### config.mk
export PLATFORM = sky130hd
export DESIGN_NAME = i2s_rx
export DESIGN_NICKNAME = d
export VERILOG_FILES = /design/src/rtl/i2s_rx.sv
export SDC_FILE = /design/constraint.sdc
export NUM_CORES = 1
export LEC_CHECK = 0
export BUFFER_PORTS_ARGS = -buffer_cell sky130_fd_sc_hd__buf_4
export CAP_MARGIN = 20
export CORE_MARGIN = 5
export CORE_UTILIZATION = 32
export CTS_CLUSTER_DIAMETER = 40
export DETAILED_ROUTE_END_ITERATION = 8
export GPL_TIMING_DRIVEN = 0
export PLACE_DENSITY = 0.48
export SYNTH_ARGS = -nofsm -noshare
export SYNTH_HDL_FRONTEND = slang
export SYNTH_SLANG_ARGS = --single-unit
### constraint.sdc
create_clock -name clk -period 2.2 [get_ports clk]
set_input_delay 0.33 -clock clk [delete_from_list [all_inputs] [get_ports clk]]
set_output_delay 0.33 -clock clk [all_outputs]
set_load 0.005 [all_outputs]
### src/rtl/i2s_rx.sv
// i2s_rx: I2S serial audio receiver.
// Oversamples bck/lrck/sdata in the clk domain, deserializes the left and
// right slots (MSB first, one-bck delay after each lrck edge) and presents
// one sample pair per frame.
//
// Output handshake: sample_valid is a one-clk strobe with no ready/backpressure.
// left_data/right_data change only in the cycle sample_valid is high and are
// held stable otherwise, so a consumer may capture them on the strobe or at any
// later time before the next strobe.
module i2s_rx #(
  parameter int WIDTH       = 16,
  parameter int SYNC_STAGES = 2
) (
  input  logic             clk,
  input  logic             reset,
  input  logic             bck,
  input  logic             lrck,
  input  logic             sdata,
  output logic [WIDTH-1:0] left_data,
  output logic [WIDTH-1:0] right_data,
  output logic             sample_valid,
  output logic             frame_err,
  output logic             locked,
  output logic [1:0]       fsm_state
);

  localparam int CW = $clog2(WIDTH + 1);

  localparam logic [1:0] S_HUNT  = 2'd0;
  localparam logic [1:0] S_LEFT  = 2'd1;
  localparam logic [1:0] S_RIGHT = 2'd2;

  logic [SYNC_STAGES-1:0] bck_sync;
  logic [SYNC_STAGES-1:0] lrck_sync;
  logic [SYNC_STAGES-1:0] sdata_sync;
  logic                   bck_prev;
  logic                   rise;
  logic                   lrck_smp;
  logic                   sdata_smp;
  logic                   lrck_q;
  logic [1:0]             state;
  logic [CW-1:0]          bitcnt;
  logic [WIDTH-1:0]       shreg;
  logic [WIDTH-1:0]       left_hold;
  logic                   lrck_edge;
  logic                   slot_full;

  assign lrck_edge = (lrck_smp != lrck_q);
  assign slot_full = (bitcnt == CW'(WIDTH));
  assign fsm_state = state;

  // Synchronize the three asynchronous serial inputs into the clk domain.
  always_ff @(posedge clk or negedge reset) begin
    if (!reset) begin
      bck_sync   <= '0;
      lrck_sync  <= '0;
      sdata_sync <= '0;
    end else begin
      bck_sync   <= {bck_sync[SYNC_STAGES-2:0], bck};
      lrck_sync  <= {lrck_sync[SYNC_STAGES-2:0], lrck};
      sdata_sync <= {sdata_sync[SYNC_STAGES-2:0], sdata};
    end
  end

  // Detect the bck rising edge and latch lrck/sdata alongside the strobe so
  // the three stay aligned to the same bck rise.
  always_ff @(posedge clk or negedge reset) begin
    if (!reset) begin
      bck_prev  <= 1'b0;
      rise      <= 1'b0;
      lrck_smp  <= 1'b0;
      sdata_smp <= 1'b0;
    end else begin
      bck_prev  <= bck_sync[SYNC_STAGES-1];
      rise      <= bck_sync[SYNC_STAGES-1] & ~bck_prev;
      lrck_smp  <= lrck_sync[SYNC_STAGES-1];
      sdata_smp <= sdata_sync[SYNC_STAGES-1];
    end
  end

  // Frame FSM: hunt for a left-slot start, shift each slot, publish on the
  // falling lrck edge that ends a complete right slot.
  always_ff @(posedge clk or negedge reset) begin
    if (!reset) begin
      state        <= S_HUNT;
      bitcnt       <= '0;
      shreg        <= '0;
      left_hold    <= '0;
      lrck_q       <= 1'b0;
      left_data    <= '0;
      right_data   <= '0;
      sample_valid <= 1'b0;
      frame_err    <= 1'b0;
      locked       <= 1'b0;
    end else begin
      sample_valid <= 1'b0;
      frame_err    <= 1'b0;
      if (rise) begin
        lrck_q <= lrck_smp;
        case (state)
          S_HUNT: begin
            if (lrck_edge && !lrck_smp) begin
              state  <= S_LEFT;
              bitcnt <= '0;
            end
          end
          S_LEFT, S_RIGHT: begin
            if (!lrck_edge) begin
              // Data bit, or padding once the slot already holds WIDTH bits.
              if (!slot_full) begin
                shreg  <= {shreg[WIDTH-2:0], sdata_smp};
                bitcnt <= bitcnt + CW'(1);
              end
            end else if (slot_full && (state == S_LEFT) && lrck_smp) begin
              left_hold <= shreg;
              state     <= S_RIGHT;
              bitcnt    <= '0;
            end else if (slot_full && (state == S_RIGHT) && !lrck_smp) begin
              left_data    <= left_hold;
              right_data   <= shreg;
              sample_valid <= 1'b1;
              locked       <= 1'b1;
              state        <= S_LEFT;
              bitcnt       <= '0;
            end else begin
              // Short slot: drop the frame; a falling edge restarts at once.
              frame_err <= 1'b1;
              locked    <= 1'b0;
              bitcnt    <= '0;
              state     <= lrck_smp ? S_HUNT : S_LEFT;
            end
          end
          default: begin
            state  <= S_HUNT;
            bitcnt <= '0;
          end
        endcase
      end
    end
  end

endmodule

# Yosys cells after proc, flatten, opt, wreduce, memory -nomap -nowiden

Cells that the tools add are included.

Add/subtract/negate cells: 1
Equal/unequal tests: 7
Mux-type cells: 20
Bitwise operators: 5
Reduce and logical (&&, ||, !) cells: 14

Operator list:

| cell                                          | number |
|---|---|
| two-way mux 5 bit                             | 3 |
| two-way mux 1 bit                             | 12 |
| AND reduction 4 bit                           | 3 |
| one-hot mux 5 bit (2 select lines)            | 1 |
| two-way mux 2 bit                             | 3 |
| AND reduction 3 bit                           | 2 |
| adder 5 x 1 -> 5 bit, second input constant   | 1 |
| == test 5 bit, second input constant          | 1 |
| logical AND 1 bit                             | 5 |
| AND reduction 5 bit                           | 1 |
| inequality test 2 bit, second input constant  | 2 |
| inverter 1 bit                                | 4 |
| one-hot mux 2 bit (2 select lines)            | 1 |
| inequality test 3 bit, second input constant  | 1 |
| == test 2 x 1 -> 1 bit, second input constant | 1 |
| == test 2 bit, second input constant          | 1 |
| zero test 2 bit                               | 1 |
| OR reduction 2 bit                            | 1 |
| bitwise AND 1 bit                             | 1 |
| zero test 1 bit                               | 1 |
| inequality test 1 bit                         | 1 |

Flip-flop bits (word level): 85
Input port bits: 5

# Depth between registers and ports, before layout

Depth after elaboration: 8
Mapped depth: 8

# Worst setup path after synthesis

Ideal clock, no wire load.

Path type: register to register
Start point: register lrck_smp
End point: register left_data[15]
Library setup time: 0.125 ns
Arrival time: 1.964 ns
Data required time: 2.075 ns
Path slack: 0.112 ns
Stages on the path, launching flop included: 7
Path buffers: 1
Period minus slack after synthesis: 2.088 ns
Path through: dfrtp_1 -> inv_1 -> ha_1 -> nand3b_1 -> nor4_4 -> buf_6 -> mux2_2

Word-level cells in the longest chain between the ends: 3
Elaborated cells between the ends (all ways): 6
Classes of those cells: 1 x eq/ne; 1 x bitwise; 4 x reduce/logical

Ends and longest elaborated chain:

| element                                                     | line     | source |
|---|---|---|
| start: declaration                                          | 38       | `logic lrck_smp;` |
| start signal: assignment                                    | 76       | `lrck_smp <= lrck_sync[SYNC_STAGES-1];` |
| zero test 1 bit / logical AND 1 bit (equally long branches) | 118, 114 |  |
| logical AND 1 bit / inverter 1 bit (equally long branches)  | --       |  |
| AND reduction 5 bit (no line) *                             | --       |  |
| end signal: assignment                                      | 119      | `left_data <= left_hold;` |
| end: declaration                                            | 19       | `output logic [WIDTH-1:0] left_data,` |

Mark *: on every way between the ends. The rest lies on a longest branch, timed or not.
A chain may end at the register's enable or synchronous reset.

# Worst setup path in the final report

Start point: register lrck_smp
End point: register left_data[1]

The elaborated chain is that of the path after synthesis.

==> impl_metrics.yaml <==
layout:
  syn_to_final_growth_pct: 23.13
  final_net_count: 281
  nFillCells: 992
  antenna_cells: 0
  post_route_cells_drive_above_1_share_pct: 49.64
  stdcell_count: 410
  final_common_cell: "dfrtp_1"
  final_cell_mix: "83 x dfrtp_1, 62 x mux2_2, 48 x buf_4, 9 x clkbuf_8, 7 x inv_1"
  fin_util_pct: 39.98
detailed_routing:
  antenna_left: 0
  first_pass_iters: 4
  vias: 1835
  topRoutingLayerUsed: "met4"
  dr_wl_met2_um: 2775
  viasPerCell: 4.476
  wl_met1_um: 2804
  wl_per_cell_um: 14.40
  first_iter_violations: 37
  drt_wl_total_um: 5903
  wl_met3_um: 241
  drcViolationCount: 0
setup_path:
  crit_buf_inv: 3
  cpLargestDelayFamily: "simple AND/OR/NAND/NOR gates"
  cp.arrival_ns: 2.32
  start_kind: "register"
  crit_fanout: 10
  slowest_delay_ns: 0.37
  crit_chain: "inv_1, ha_1, nand3b_1, nor4_4, buf_4, buf_6, mux2_2"
  cp.required_ns: 2.44
  crit_path_top_delay_cell: "dfrtp_2"
  end_kind: "register"
  timing_worst_setup_path_type: "register to register"
synth:
  synth-compound-area-share_pct: 2.900
  synth_edf_count: 0
  postSynthRegisterBits: 85
  netlist_instances: 210
  synth.mux.area_fraction_pct: 22.64
  ys.flop_type: "dfrtp_1"
  synthArstFlopShare_pct: 100.0
  synth_nets: 222
  synthAdderAreaFrac_pct: 2.637
  syn_avg_cell_area_um2: 15.82
  yosys.area_share.xor_xnor_pct: 0
  synth_simple_gate_area_share_pct: 5.009
  syn-cell-area_um2: 3322
  ys_warn_count: 0
  yosysSeqAreaShare_pct: 64.03
  synth_top_family_by_area: "multiplexers"
  netlist-cell-type-count: 31
sta:
  clock_skew_ns: 0.01236
  rsz0062_at_grt: "no"
  tightest_slew_ns: 0.3904
  period_share_pct: 94.87
  final_hold_viol_count: 0
  setup_viol: 0
  slew_headroom_pct: 73.97
  final_max_slew_viol_count: 0
  max_freq_mhz: 479.1
  post-route-min-period_ns: 2.087
grt:
  grt_pass1_wl_um: 10090
  grt_pass1_vias: 1912
  antenna_found_initial: 0
  grt.total_usage_pct: 10.20
  grt_overflow_total: 0
  grt_max_degree: 86
power:
  power.leakage_nw: 2.094
  powerDensity_nw_per_um2: 782.3
  peakVddDrop_mv: 0.2478
cts:
  cts_tree: "built"
  cts-htree-levels: 3
  clk_pin_slew_ns: 0.08
  clock_path_buffers: 2
  clock_sinks: 85
  clk_latency_ns: 0.36
  cts-root-buf: "clkbuf_8"
  cts_buffers: 9
worst_hold_path:
  min_path_type: "input pin to register"
flow_run:
  max_cap_viol_count: 0
floorplanning:
  initial_core_util_pct: 32.47
  die_w_um: 111.9
  die-area_um2: 12520
  coreArea_um2: 10230
  num_rows: 37
  dieHeight_um: 111.9
  io_pins: 42
place:
  finalWeightedCongestion: 0.7123
  portBuffers: 41
  hpwl_um: 3738
  dp_cells: 387
outcome:
  status: "complete, no violations"
[path summary, 6_finish.rpt]
check                      slack, ns         from       endpoint  cells after the start
max reg2reg                     0.11     lrck_smp   left_data[1]                      7
min reg2reg                     0.35  bck_sync[0]    bck_sync[1]                      0
min                             0.08          bck    bck_sync[0]                      1
max                             0.11     lrck_smp   left_data[1]                      7
max in group asynchronous       1.16        reset       lrck_smp                      3
min in group asynchronous       0.40        reset  left_data[11]                      2
[kinds of logic after synthesis]
group,count (synthesis)
DFF,85
muxes,67
and+or+nand+nor,23
buffers and inverters,16
AOI/OAI and AO/OA,12
adders and majority gates,7
[report_power, final]
part | switching, mW | internal (mW)
logic | 0.183 | 0.171
registers | 0.0787 | 1.65
clock network | 0.584 | 0.535
[per-stage QoR]
step	total power [mW]	TNS, ns	cell area (um2)	hold slack [ns]	setup WS (ns)
after floorplan	1.959	0	3322	0.03441	0.1116
after global placement	2.084	-8.306	3800	0.3343	-0.2519
after detailed placement	2.085	-9.380	3800	0.3347	-0.2792
after CTS	3.222	0	4029	0.06209	0.01795
after global routing	3.373	0	4090	0.05289	0.005984
final	3.200	0	4090	0.08190	0.1128
[routing by layer]
metal	vias to the layer above	global-route usage [%]
li1	866	-
met1	930	14.05
met2	32	14.67
met3	7	3.207
met4	0	4.623
met5	-	0
[synthesized netlist by cell type (3+ instances only)]
| cell type | instances | share of area (%) |
|---|---|---|
| a22o_1 | 3 | 0.79 |
| and3_1 | 4 | 0.75 |
| buf_6 | 3 | 1.0 |
| dfrtp_1 | 85 | 64 |
| ha_1 | 7 | 2.6 |
| inv_1 | 7 | 0.79 |
| mux2_1 | 3 | 1.0 |
| mux2_2 | 62 | 21 |
| nor2b_1 | 4 | 0.75 |
| o211ai_1 | 3 | 0.68 |
[layout make-up]
class	count	area [um2]	share of cell area (%)
sequential	85	2130	52.06
multi-input combinational	109	1115	27.26
timing repair buffer	48	382.9	9.361
tap	136	170.2	4.160
clock buffer	10	127.6	3.120
clock inverter	6	70.07	1.713
buffer	9	68.82	1.682
inverter	7	26.28	0.6424
[registers in the layout, indices dropped and copies added (netlist names), 2 cells and up]
name        flops
left_hold      16
right_data     16
fsm_state       2
bitcnt          5
bck_sync        2
left_data      16
shreg          16
lrck_sync       2
sdata_sync      2
[repair_timing]
| item | CTS | global route |
|---|---|---|
| endpoints found under the hold margin | 0 | 21 |
| pin swaps | 2 | 1 |
| setup buffers | 4 | 1 |
| hold buffers | 0 | 1 |
| resized for setup | 1 | 3 |
| endpoints found under the setup margin | 42 | 46 |
[worst reg2reg max path: cells and delay by family (launching register included)]
| kind | cells | cell delay [ns] |
|---|---|---|
| buffers and inverters | 3 | 0.41 |
| AND/OR/NAND/NOR | 2 | 0.54 |
| flip-flops | 1 | 0.37 |
| multiplexers | 1 | 0.34 |
| adder cells (fa/ha/maj) | 1 | 0.32 |
(Power assumes the default switching activity.)
